### config.mk
export PLATFORM = sky130hd
export DESIGN_NAME = mlp_ctrl
export DESIGN_NICKNAME = d
export VERILOG_FILES = /design/src/rtl/mlp_ctrl.sv
export SDC_FILE = /design/constraint.sdc
export NUM_CORES = 1
export LEC_CHECK = 0
export BUFFER_PORTS_ARGS = -buffer_cell sky130_fd_sc_hd__clkbuf_2
export CORE_MARGIN = 5
export CORE_UTILIZATION = 44
export CTS_CLUSTER_SIZE = 40
export DETAILED_ROUTE_END_ITERATION = 10
export GPL_TIMING_DRIVEN = 0
export PLACE_DENSITY = 0.74
export SLEW_MARGIN = 20
export SYNTH_ARGS = -nofsm -noshare
export SYNTH_HDL_FRONTEND = slang
export SYNTH_SLANG_ARGS = --single-unit
### constraint.sdc
create_clock -name clk -period 4.05 [get_ports clk]
set_clock_uncertainty 0.05 [all_clocks]
set_input_delay 0.405 -clock clk [delete_from_list [all_inputs] [get_ports clk]]
set_output_delay 0.405 -clock clk [all_outputs]
set_load 0.01 [all_outputs]
### src/rtl/mlp_ctrl.sv
// mlp_ctrl: sequencing and configuration controller for the 2-2-3-1 MLP.
// It holds the nine weights, accepts an input pair, and holds the MLP
// inputs steady for SETTLE_CYCLES edges. It then registers m_out_i and
// presents the result on a valid/ready output.
// Optional feature: define MLP_CTRL_PERF_EN to build the saturating
// completed-inference counter on inf_count_o. When it is undefined,
// inf_count_o is tied to zero.
//
// state | meaning
// IDLE  | ready for a config write and/or an input accept
// EVAL  | MLP inputs held; settle counter running down to 0
// DONE  | result registered; waiting for out_ready_i
module mlp_ctrl #(
   parameter int unsigned SETTLE_CYCLES = 2
) (
   input  logic        clk,
   input  logic        rst_n,
   input  logic        cfg_valid_i,
   output logic        cfg_ready_o,
   input  logic [3:0]  cfg_addr_i,
   input  logic [1:0]  cfg_data_i,
   output logic        cfg_err_o,
   input  logic        in_valid_i,
   output logic        in_ready_o,
   input  logic [1:0]  x0_i,
   input  logic [1:0]  x1_i,
   output logic        out_valid_o,
   input  logic        out_ready_i,
   output logic [1:0]  out_o,
   output logic [1:0]  m_x0_o,
   output logic [1:0]  m_x1_o,
   output logic [1:0]  m_w00_o,
   output logic [1:0]  m_w01_o,
   output logic [1:0]  m_w10_o,
   output logic [1:0]  m_w11_o,
   output logic [1:0]  m_w20_o,
   output logic [1:0]  m_w21_o,
   output logic [1:0]  m_u00_o,
   output logic [1:0]  m_u10_o,
   output logic [1:0]  m_u20_o,
   input  logic [1:0]  m_out_i,
   output logic [15:0] inf_count_o
);

   typedef enum logic [1:0] {
      IDLE = 2'd0,
      EVAL = 2'd1,
      DONE = 2'd2
   } state_t;

   state_t      state_q, state_d;
   logic [3:0]  cnt_q, cnt_d;
   logic [1:0]  w_q [9];
   logic [1:0]  x0_q, x1_q;
   logic [1:0]  out_q;
   logic        cfg_err_q;
   logic        idle;
   logic        accept;
   logic        cfg_wr;
   logic        capture;

   assign idle   = (state_q == IDLE);
   assign accept = idle && in_valid_i;
   // Writes are only possible in IDLE, so the weights are frozen during EVAL and DONE.
   assign cfg_wr = idle && cfg_valid_i;

   // Next-state logic and settle-counter control.
   always_comb begin
      state_d = state_q;
      cnt_d   = cnt_q;
      capture = 1'b0;
      case (state_q)
         IDLE: begin
            if (in_valid_i) begin
               state_d = EVAL;
               cnt_d   = 4'(SETTLE_CYCLES - 1);
            end
         end
         EVAL: begin
            if (cnt_q == 4'd0) begin
               capture = 1'b1;
               state_d = DONE;
            end else begin
               cnt_d = cnt_q - 4'd1;
            end
         end
         DONE: begin
            if (out_ready_i) state_d = IDLE;
         end
         default: state_d = IDLE;
      endcase
   end

   // State register and settle counter.
   always_ff @(posedge clk or negedge rst_n) begin
      if (!rst_n) begin
         state_q <= IDLE;
         cnt_q   <= 4'd0;
      end else begin
         state_q <= state_d;
         cnt_q   <= cnt_d;
      end
   end

   // Weight register file and registered error pulse for out-of-range addresses.
   always_ff @(posedge clk or negedge rst_n) begin
      if (!rst_n) begin
         for (int i = 0; i < 9; i++) w_q[i] <= 2'd0;
         cfg_err_q <= 1'b0;
      end else begin
         cfg_err_q <= cfg_wr && (cfg_addr_i > 4'd8);
         for (int i = 0; i < 9; i++) begin
            if (cfg_wr && (cfg_addr_i == 4'(i))) w_q[i] <= cfg_data_i;
         end
      end
   end

   // Input operands latched on accept; result captured when the settle window ends.
   always_ff @(posedge clk or negedge rst_n) begin
      if (!rst_n) begin
         x0_q  <= 2'd0;
         x1_q  <= 2'd0;
         out_q <= 2'd0;
      end else begin
         if (accept) begin
            x0_q <= x0_i;
            x1_q <= x1_i;
         end
         if (capture) out_q <= m_out_i;
      end
   end

`ifdef MLP_CTRL_PERF_EN
   logic [15:0] inf_cnt_q;

   // Saturating count of completed result handshakes.
   always_ff @(posedge clk or negedge rst_n) begin
      if (!rst_n) begin
         inf_cnt_q <= 16'd0;
      end else if ((state_q == DONE) && out_ready_i && (inf_cnt_q != 16'hFFFF)) begin
         inf_cnt_q <= inf_cnt_q + 16'd1;
      end
   end

   assign inf_count_o = inf_cnt_q;
`else
   assign inf_count_o = 16'd0;
`endif

   assign cfg_ready_o = idle;
   assign in_ready_o  = idle;
   assign out_valid_o = (state_q == DONE);
   assign cfg_err_o   = cfg_err_q;
   assign out_o       = out_q;
   assign m_x0_o      = x0_q;
   assign m_x1_o      = x1_q;
   assign m_w00_o     = w_q[0];
   assign m_w01_o     = w_q[1];
   assign m_w10_o     = w_q[2];
   assign m_w11_o     = w_q[3];
   assign m_w20_o     = w_q[4];
   assign m_w21_o     = w_q[5];
   assign m_u00_o     = w_q[6];
   assign m_u10_o     = w_q[7];
   assign m_u20_o     = w_q[8];

endmodule

==> flow_summary.toml <==
[drt]
drtIter0Drc = 67
drt_first_pass_iters = 4
avgViaCountPerCell = 4.70
wire_per_inst_um = 13.2
drt_wl_total_um = 3050
vias = 1090
drc = 0
ant_nets = 0

[job]
max-cap-violations = 0

[pwr]
sw_frac_of_total_pct = 35.4
ir_drop_mv = 0.287
p_total_uw = 1250
p_leak_uw = 0.00101
p_sw_uw = 444
power_density_mw_per_mm2 = 666
clockPowerShare_pct = 15.8
power_frac_comb_pct = 41.6
p_int_uw = 809
pwr-share-seq_pct = 42.6

[synth]
ys_seq_area_share_pct = 52.5
ys_warn_count = 0
syn_avg_cell_area_um2 = 12.4
ys_seq_elements = 31
yosysTopAreaCellShare_pct = 52.5
syn_area_mm2 = 0.00148
yosysTopAreaCell = "dfrtp_1"
synth_cells = 119
synthTopCellsByArea = "dfrtp_1, mux2_2, buf_4"
synth.distinct_cells = 31

[clock_network]
post_cts_resized = 0
cts-root-buf = "clkbuf_4"
clkLatencyLatePin_ns = 0.32
cts_setup_buffers = 0
hold_buffers = 0
cts_buffers = 5
cts_sinks = 31
cts.clk_slew.worst_paths_ns = 0.10
cts_tree = "built"
h-tree-depth = 2
clockBufferDepth = 2

[critical_path]
crit_buf_inv = 1
required_ns = 4.22
crit_chain = "inv_1, ha_1, nor3b_1, and3b_1, mux2_2"
critPathArrivalTime_ns = 2.26
cp_top_family = "simple AND/OR/NAND/NOR gates"
endpoint_kind = "flop"
critPathSlowestCell = "nor3b_1"
critPathLaunchType = "flop"
critPathMaxFanout = 6
cp_slowest_stage_delay_ns = 0.55
path_class = "reg -> reg"

[global_route]
antenna_found_initial = 0
grt_pass1_vias = 1016
grt_max_degree = 32
grt_usage_pct = 13.9
grt_pass1_wl_um = 4690
overflow = 0

[hold_path]
hold_class = "in -> async"

[floorplan]
core_mm2 = 0.00328
dieArea_mm2 = 0.00462
die_x_um = 68.0
rows = 21
die_height_um = 68.0
io_pins = 61
start_util_pct = 45.0

[final_layout]
stdcell_count = 232
design_area_mm2 = 0.00188
drive_above_1_share_pct = 51.1
antenna_cells = 0
syn_to_final_growth_pct = 27.3
fin_util_pct = 57.3
nets = 203

[timing]
min_period_ns = 2.09
setup_violations = 0
worst_pin_slew_ns = 0.767
fin_crit_sh_pct = 51.6
tns_ns = 0
slew_violations = 0
maxSlewHeadroom_pct = 48.8
final_hold_viol_count = 0
max_freq_mhz = 478
rsz0062_at_grt = "no"

[placed_design]
numPlacedInstances = 224
port_buffers = 44
place_area_mm2 = 0.00181
gp_congestion = 0.732

[outcome]
status = "finished, final reports clean"
-- power groups by stage --
stage / combinational [uW] / clock (uW) / sequential (uW)
global placement: 501 / 0 / 530
floorplan: 272 / 0 / 580
CTS: 528 / 208 / 534
finish: 522 / 198 / 534
global route: 576 / 223 / 553
detailed placement: 526 / 0 / 541
-- Yosys cell counts --
| cell type | instances |
|---|---|
| dfrtp_1 | 31 |
| mux2_2 | 24 |
| buf_4 | 17 |
| nand3_1 | 7 |
| nand2_1 | 5 |
| nor2_1 | 4 |
| inv_1 | 3 |
| nand4_1 | 2 |
| nand4b_1 | 2 |
| nor2b_1 | 2 |
| or3_1 | 2 |
| a21o_1 | 1 |
| a21oi_1 | 1 |
| a31oi_1 | 1 |
| and2_0 | 1 |
| and3b_1 | 1 |
| and4b_1 | 1 |
| and4bb_1 | 1 |
| and4bb_2 | 1 |
| buf_2 | 1 |
| conb_1 | 1 |
| ha_1 | 1 |
| nand2b_1 | 1 |
| nand3b_1 | 1 |
| nor3_1 | 1 |
| nor3b_1 | 1 |
| nor4b_4 | 1 |
| o21ai_0 | 1 |
| o21bai_1 | 1 |
| o2bb2ai_1 | 1 |
| or4_1 | 1 |
-- area by class of cell --
type / instances / area [um^2]
plain buffers: 18 / 133
repair buffers: 44 / 220
flip-flops and latches: 31 / 776
clock buffers: 8 / 68.8
inverters: 3 / 11.3
multi-input cells: 82 / 614
fillers: 273 / 1400
well taps: 46 / 57.6
-- metrics by stage --
| stage | setup WS, ns | hold slack (ns) |
|---|---|---|
| global route | 1.78 | 0.131 |
| finish | 1.96 | 0.0938 |
| CTS | 1.98 | 0.0914 |
| detailed placement | 2.00 | 0.443 |
| global placement | 2.11 | 0.436 |
| floorplan | 2.26 | 0.0594 |
-- state kept, by name (all words and copies together), names as in the netlist, 2 cells and up --
| name | count |
|---|---|
| cnt_q | 4 |
| m_u00_o | 2 |
| m_u10_o | 2 |
| m_u20_o | 2 |
| m_w00_o | 2 |
| m_w01_o | 2 |
| m_w10_o | 2 |
| m_w11_o | 2 |
| m_w20_o | 2 |
| m_w21_o | 2 |
| m_x0_o | 2 |
| m_x1_o | 2 |
| out_o | 2 |
| state_q | 2 |
-- cells by family after synthesis --
logic type,synth area share [%]
compound gates,2.71
simple gates,15.7
mux,18.3
buf+inv,9.74
fa+ha+maj,0.847
flops,52.5
other cells,0.254
-- worst paths after layout --
| path | startpoint | slack, ns | depth (start not counted) | endpoint |
|---|---|---|---|---|
| hold / removal | rst_n | 0.09 | 1 | state_q[0] |
| setup / recovery | cnt_q[0] | 1.96 | 5 | out_o[1] |
| min in group clk | m_out_i[0] | 0.26 | 2 | out_o[0] |
| setup reg to reg | cnt_q[0] | 1.96 | 5 | out_o[1] |
| max in group asynchronous | rst_n | 3.37 | 1 | m_w10_o[0] |
| hold reg to reg | m_w11_o[0] | 0.46 | 1 | m_w11_o[0] |
-- layer usage --
layer,GRT usage [%],up-vias,share of wire (%)
li1,-,522,-
met1,14.8,517,38
met2,24.5,45,52
met3,5.75,6,9.3
met4,4.47,0,1.2
met5,0,-,0
-- cell usage in the layout, fill, tap and decap left out, types with 3 or more instances in the layout --
| cell | synthesis | layout |
|---|---|---|
| buf_4 | 17 | 17 |
| clkbuf_2 | 0 | 44 |
| clkbuf_4 | 0 | 5 |
| conb_1 | 1 | 16 |
| dfrtp_1 | 31 | 31 |
| inv_1 | 3 | 3 |
| mux2_2 | 24 | 24 |
| nand2_1 | 5 | 5 |
| nand3_1 | 7 | 7 |
| nor2_1 | 4 | 4 |
Note: power is estimated with default switching activity, not from simulation.
